`src/rtl/mem_arb_pkg.sv`:
```
// Shared types and defaults for the single-port memory arbiter.
package mem_arb_pkg;

  typedef enum logic [1:0] {
    IDLE  = 2'd0,
    REQ   = 2'd1,
    RESP  = 2'd2,
    FENCE = 2'd3
  } arb_state_e;

  typedef enum logic {
    OWN_IF = 1'b0,
    OWN_LS = 1'b1
  } owner_e;

  // Contested load/store wins tolerated before fetch is forced through.
  localparam int MAX_WAIT_DEFAULT = 4;

  // Width of the starvation counter; MAX_WAIT must fit (1..15).
  localparam int STARVE_W = 4;

endpackage

```
`src/rtl/mem_arb_pick.sv`:
```
// Fetch vs load/store pick logic with fetch anti-starvation counter.
module mem_arb_pick
  import mem_arb_pkg::*;
#(
  parameter int MAX_WAIT = MAX_WAIT_DEFAULT
) (
  input  logic   clk,
  input  logic   reset,
  input  logic   if_req,
  input  logic   ls_req,
  input  logic   enable,
  output owner_e winner,
  output logic   valid
);

  localparam logic [STARVE_W-1:0] MAX_CNT = STARVE_W'(MAX_WAIT);

  logic [STARVE_W-1:0] starve_cnt;
  logic                starved;

  assign starved = (starve_cnt == MAX_CNT);

  // Pick a winner: load/store has priority unless fetch has waited MAX_WAIT wins.
  always_comb begin
    // NOTE: every output gets a default before any branch so no latch is inferred.
    winner = OWN_LS;
    valid  = 1'b0;
    if (enable) begin
      if (if_req && (!ls_req || starved)) begin
        winner = OWN_IF;
        valid  = 1'b1;
      end else if (ls_req) begin
        winner = OWN_LS;
        valid  = 1'b1;
      end
    end
  end

  // Count contested load/store wins; any fetch win or absent fetch request clears it.
  always_ff @(posedge clk or posedge reset) begin
    // NOTE: sequential state uses non-blocking assignments so all flops update together.
    if (reset) begin
      starve_cnt <= '0;
    end else if (enable) begin
      if (!if_req || (valid && winner == OWN_IF)) begin
        starve_cnt <= '0;
      end else if (valid && winner == OWN_LS && !starved) begin
        starve_cnt <= starve_cnt + 1'b1;
      end
    end
  end

endmodule

```
`src/rtl/mem_port_arbiter.sv`:
```
// Shares one memory port between instruction fetch and load/store, with fence drain.
module mem_port_arbiter
  import mem_arb_pkg::*;
#(
  parameter int AW       = 32,
  parameter int DW       = 32,
  parameter int MAX_WAIT = MAX_WAIT_DEFAULT
) (
  input  logic          clk,
  input  logic          reset,
  input  logic          if_req,
  input  logic [AW-1:0] if_addr,
  output logic          if_gnt,
  output logic          if_rvalid,
  output logic [DW-1:0] if_rdata,
  input  logic          ls_req,
  input  logic          ls_we,
  input  logic [DW/8-1:0] ls_be,
  input  logic [AW-1:0] ls_addr,
  input  logic [DW-1:0] ls_wdata,
  output logic          ls_gnt,
  output logic          ls_rvalid,
  output logic [DW-1:0] ls_rdata,
  input  logic          fence_req,
  output logic          fence_done,
  output logic          mem_req,
  output logic          mem_we,
  output logic [DW/8-1:0] mem_be,
  output logic [AW-1:0] mem_addr,
  output logic [DW-1:0] mem_wdata,
  input  logic          mem_gnt,
  input  logic          mem_rvalid,
  input  logic [DW-1:0] mem_rdata,
  output logic          busy
);

  arb_state_e state;
  arb_state_e state_next;
  owner_e     owner;
  owner_e     pick_winner;
  logic       pick_valid;
  logic       pick_en;
  logic       fence_pend;
  logic       fence_hit;
  logic       resp_fire;

  // A pending or arriving fence blocks new grants; reset also forces grants low.
  assign fence_hit = fence_pend | fence_req;
  assign pick_en   = (state == IDLE) && !fence_hit && !reset;

  mem_arb_pick #(
    .MAX_WAIT (MAX_WAIT)
  ) u_pick (
    .clk    (clk),
    .reset  (reset),
    .if_req (if_req),
    .ls_req (ls_req),
    .enable (pick_en),
    .winner (pick_winner),
    .valid  (pick_valid)
  );

  assign if_gnt     = pick_valid && (pick_winner == OWN_IF);
  assign ls_gnt     = pick_valid && (pick_winner == OWN_LS);
  assign resp_fire  = (state == RESP) && mem_rvalid;
  assign if_rvalid  = resp_fire && (owner == OWN_IF);
  assign ls_rvalid  = resp_fire && (owner == OWN_LS);
  assign if_rdata   = if_rvalid ? mem_rdata : '0;
  assign ls_rdata   = ls_rvalid ? mem_rdata : '0;
  assign mem_req    = (state == REQ);
  assign fence_done = (state == FENCE);
  assign busy       = (state != IDLE) || fence_pend;

  // Next-state: grant, wait for memory accept, wait for response, then drain fences.
  always_comb begin
    state_next = state;
    unique case (state)
      IDLE: begin
        if (fence_hit) begin
          state_next = FENCE;
        end else if (pick_valid) begin
          state_next = REQ;
        end
      end
      REQ: begin
        if (mem_gnt) begin
          state_next = RESP;
        end
      end
      RESP: begin
        // Going straight to FENCE retires a waiting fence one cycle after the response.
        if (mem_rvalid) begin
          state_next = fence_hit ? FENCE : IDLE;
        end
      end
      FENCE: begin
        state_next = IDLE;
      end
      default: begin
        state_next = IDLE;
      end
    endcase
  end

  // State register.
  always_ff @(posedge clk or posedge reset) begin
    if (reset) begin
      state <= IDLE;
    end else begin
      state <= state_next;
    end
  end

  // Fence capture in any state; a new fence in the FENCE cycle stays pending.
  always_ff @(posedge clk or posedge reset) begin
    if (reset) begin
      fence_pend <= 1'b0;
    end else if (fence_req) begin
      fence_pend <= 1'b1;
    end else if (state == FENCE) begin
      fence_pend <= 1'b0;
    end
  end

  // Latch the winner's request fields into the memory port registers on grant.
  always_ff @(posedge clk or posedge reset) begin
    if (reset) begin
      owner     <= OWN_IF;
      mem_we    <= 1'b0;
      mem_be    <= '0;
      mem_addr  <= '0;
      mem_wdata <= '0;
    end else if (pick_valid) begin
      owner <= pick_winner;
      if (pick_winner == OWN_LS) begin
        mem_we    <= ls_we;
        mem_be    <= ls_be;
        mem_addr  <= ls_addr;
        mem_wdata <= ls_wdata;
      end else begin
        mem_we    <= 1'b0;
        mem_be    <= '1;
        mem_addr  <= if_addr;
        mem_wdata <= '0;
      end
    end
  end

endmodule

```
`config.mk`:
```
export PLATFORM = sky130hd
export DESIGN_NAME = mem_port_arbiter
export DESIGN_NICKNAME = d
export VERILOG_FILES = /design/src/rtl/mem_arb_pkg.sv /design/src/rtl/mem_arb_pick.sv /design/src/rtl/mem_port_arbiter.sv
export SDC_FILE = /design/constraint.sdc
export NUM_CORES = 1
export LEC_CHECK = 0
export BUFFER_PORTS_ARGS = -buffer_cell sky130_fd_sc_hd__buf_2
export CAP_MARGIN = 25
export CORE_AREA = 2 2 109 111
export CTS_CLUSTER_SIZE = 40
export DETAILED_ROUTE_END_ITERATION = 12
export DIE_AREA = 0 0 111 113
export GPL_TIMING_DRIVEN = 1
export PLACE_DENSITY = 0.68
export RECOVER_POWER = 100
export SLEW_MARGIN = 20
export SYNTH_ARGS = -nofsm -noshare
export SYNTH_HDL_FRONTEND = slang
export SYNTH_SLANG_ARGS = --single-unit
```
`constraint.sdc`:
```
create_clock -name clk -period 3.8 [get_ports clk]
set_input_delay 0.19 -clock clk [delete_from_list [all_inputs] [get_ports clk]]
set_output_delay 0.19 -clock clk [all_outputs]
set_load 0.1 [all_outputs]
```
==> metrics.txt <==
top cell type's share of synthesized area=approximately half; Final setup viols=0; H-tree depth=3; first-pass GRT wire length=between 15000 and 20000 um; dpl hpwl=9320 um; fill count=between 1000 and 1500; P&R area growth vs syn=45.3%; setup_tns=0 ns; crit-path leading delay family=buffers and inverters; Async S/R FF share, synth=100%; initial antenna violation count=4; Stages on worst setup path=4; Peak Freq=328 MHz; post-cts resize count=0; number of synthesized register bits=77; Critical Path End Type=output pin; simple-gate portion of the synthesized area=14.2%; Synth Area in Adders=0.672%; Hold Vio Cnt, Final=0; Vias/cell=4.97; cells after synthesis=321; slowest stage delay, CP=0.90 ns; multiplexer area fraction after synthesis=0%; Worst Path Buf+Inv=2; starting density of the core=33.0%; dominant cells by area after synthesis=dfrtp_1 (52%), and2_1 (11%), a22o_1 (7.8%); Tightest Pin Transition=between 2 and 2.5 ns; ANT nets after route=0; post-CTS setup buffer count=0; root buf cell=clkbuf_16; compound-gate portion of the synthesized area=28.2%; crit path kind=reg -> out; Req. time, crit path=3.61 ns; DRC Markers=0; Hold Crit Class=in -> reg; drt wl/cell=16.4 um; Port Buffers=279; clock sink total=77; CTS tree=built; die height=roughly 110 um; worst flop-to-flop path startpoint=u_pick.starve_cnt[0]$_DFFE_PP0P_; maximum number of pins on one net before global-route repair=79; startpoint types=flip-flop; Slew Viols, Final=39; Avg Inst Size Synth=11.6 um2; Die Span X=roughly 110 um; status=finished, violations left; Mapped Area=3720 um2; max_slew headroom=-40.7%; DRT Pass-1 Iters=4; RePlAce Congestion=0.904; Worst Setup EP=if_gnt; Mapped Nets=463; Final min period=3.05 ns; unrepaired setup endpoints after global routing=no; Synth cell types=38; Die ar.=12500 um2; drt initial violations=150; layout cells sized above 1=a little over a third; Fin Hold WS=0.0759 ns; number of synthesized flops with an enable pin=0; GRT overflow=0; vias in the first global route=3724; FP Rows=39; Nets=~730; core area=11300 um2; skew final=between 0.004 and 0.005 ns; top-count cell post-synth=dfrtp_1; failing checks=max-capacitance violations, max-slew violations; routed via count=about 3700; final non-filler cell area=5410 um2; Inserted Clock Buffers=9; clk slew on worst S/H paths=roughly 0.060 ns; reg2reg setup slack=0.85 ns; I/O pin cnt=280; Seq/Total Area, Yosys=51.8%; crit share post-route=80.3%; Critical Path, Cell by Cell=or4_4, a2111oi_4, buf_4, clkbuf_1; final WL=12200 um; Post-Synth XOR/XNOR Area=0%; Setup crit start=fence_pend$_DFFE_PP0P_; ys flop type=dfrtp_1; main combinational cell family by area after synthesis=compound AO/OA/AOI/OAI gates; Crit-path slowest cell=clkbuf_1; Max Cap Violations=1; post-synth top area cell=dfrtp_1; Worst EP arrival=2.86 ns; CTS max path bufs=2; synth warn=0; Tot GR Track Use=a little under a fifth; synth cell count leaders=dfrtp_1 (77), and2_1 (66), a22o_1 (33); worst r2r path cells=7; Max FO, Critical Path=33; Clk Latency, worst-skew pair=0.33 ns; RR Endpoint=mem_addr[19]$_DFFE_PP0P_; # hold bufs at CTS=0; cell area after placement=between 5000 and 6000 um2
## sequential cells by signal, indices dropped and copies added, names as in the netlist
register,count
state,2
mem_addr,32
mem_be,4
u_pick.starve_cnt,4
mem_wdata,32
mem_we,1
owner,1
fence_pend,1
## layout make-up
class	count	area, um2	share of cell area (%)
antenna	3	7.51	0.139
clock buffer	13	260	4.81
clock inverter	3	67.6	1.25
inverter	11	42.5	0.786
multi-input combinational	205	1590	29.3
sequential	77	1930	35.6
tap	143	179	3.31
timing repair buffer	287	1340	24.8
## metal layers
| layer | vias to the layer above | GRT usage, % | part of all wire, % |
|---|---|---|---|
| met5 | - | 0 | 0 |
| met1 | 1749 | 22.6 | 40 |
| met4 | 0 | 7.83 | 2.4 |
| met2 | 186 | 32.6 | 51 |
| li1 | 1729 | - | - |
| met3 | 21 | 3.91 | 7.3 |
## cell families (layout without fill, tap and decap cells)
kind of cell,after synthesis,in the layout
and+or+nand+nor,84,84
DFF,77,77
other,0,3
adders and majority gates,2,2
buffers and inverters,39,314
AOI/OAI and AO/OA,119,119
## placed cells by master (no fill, tap or decap), drive strengths merged, types with 2 or more instances in the layout
cell type  count
ha             2
a21o           2
nor2b          2
and2          66
o22a           4
clkbuf       123
a21boi        32
buf          177
clkinvlp       2
a22o          33
bufinv         2
dfrtp         77
nand3          2
o21ai          7
a221o         32
inv           10
nand2          5
diode          3
## worst min path at each step
| stage | start | end | slack [ns] | cells past startpoint |
|---|---|---|---|---|
| after global routing | ls_wdata[25] | mem_wdata[25]$_DFFE_PP0P_ | 0.07 | 2 |
| after floorplan | fence_req | fence_pend$_DFFE_PP0P_ | 0.29 | 1 |
| after global placement | ls_wdata[7] | mem_wdata[7]$_DFFE_PP0P_ | 0.41 | 2 |
| after detailed placement | ls_wdata[18] | mem_wdata[18]$_DFFE_PP0P_ | 0.41 | 2 |
| final | ls_wdata[18] | mem_wdata[18]$_DFFE_PP0P_ | 0.08 | 2 |
| after CTS | ls_wdata[18] | mem_wdata[18]$_DFFE_PP0P_ | 0.06 | 2 |
## stage by stage
stage	cells	util (%)	setup slack, ns
after floorplan	321	-	0.598
after global placement	720	46.2	1.33
after detailed placement	721	46.4	1.37
after CTS	737	49.3	1.11
after global routing	741	48.0	0.604
final	742	48.0	0.749
Power is not shown: default switching activity piles up to over one toggle a cycle in this logic, so the estimate is an artifact.
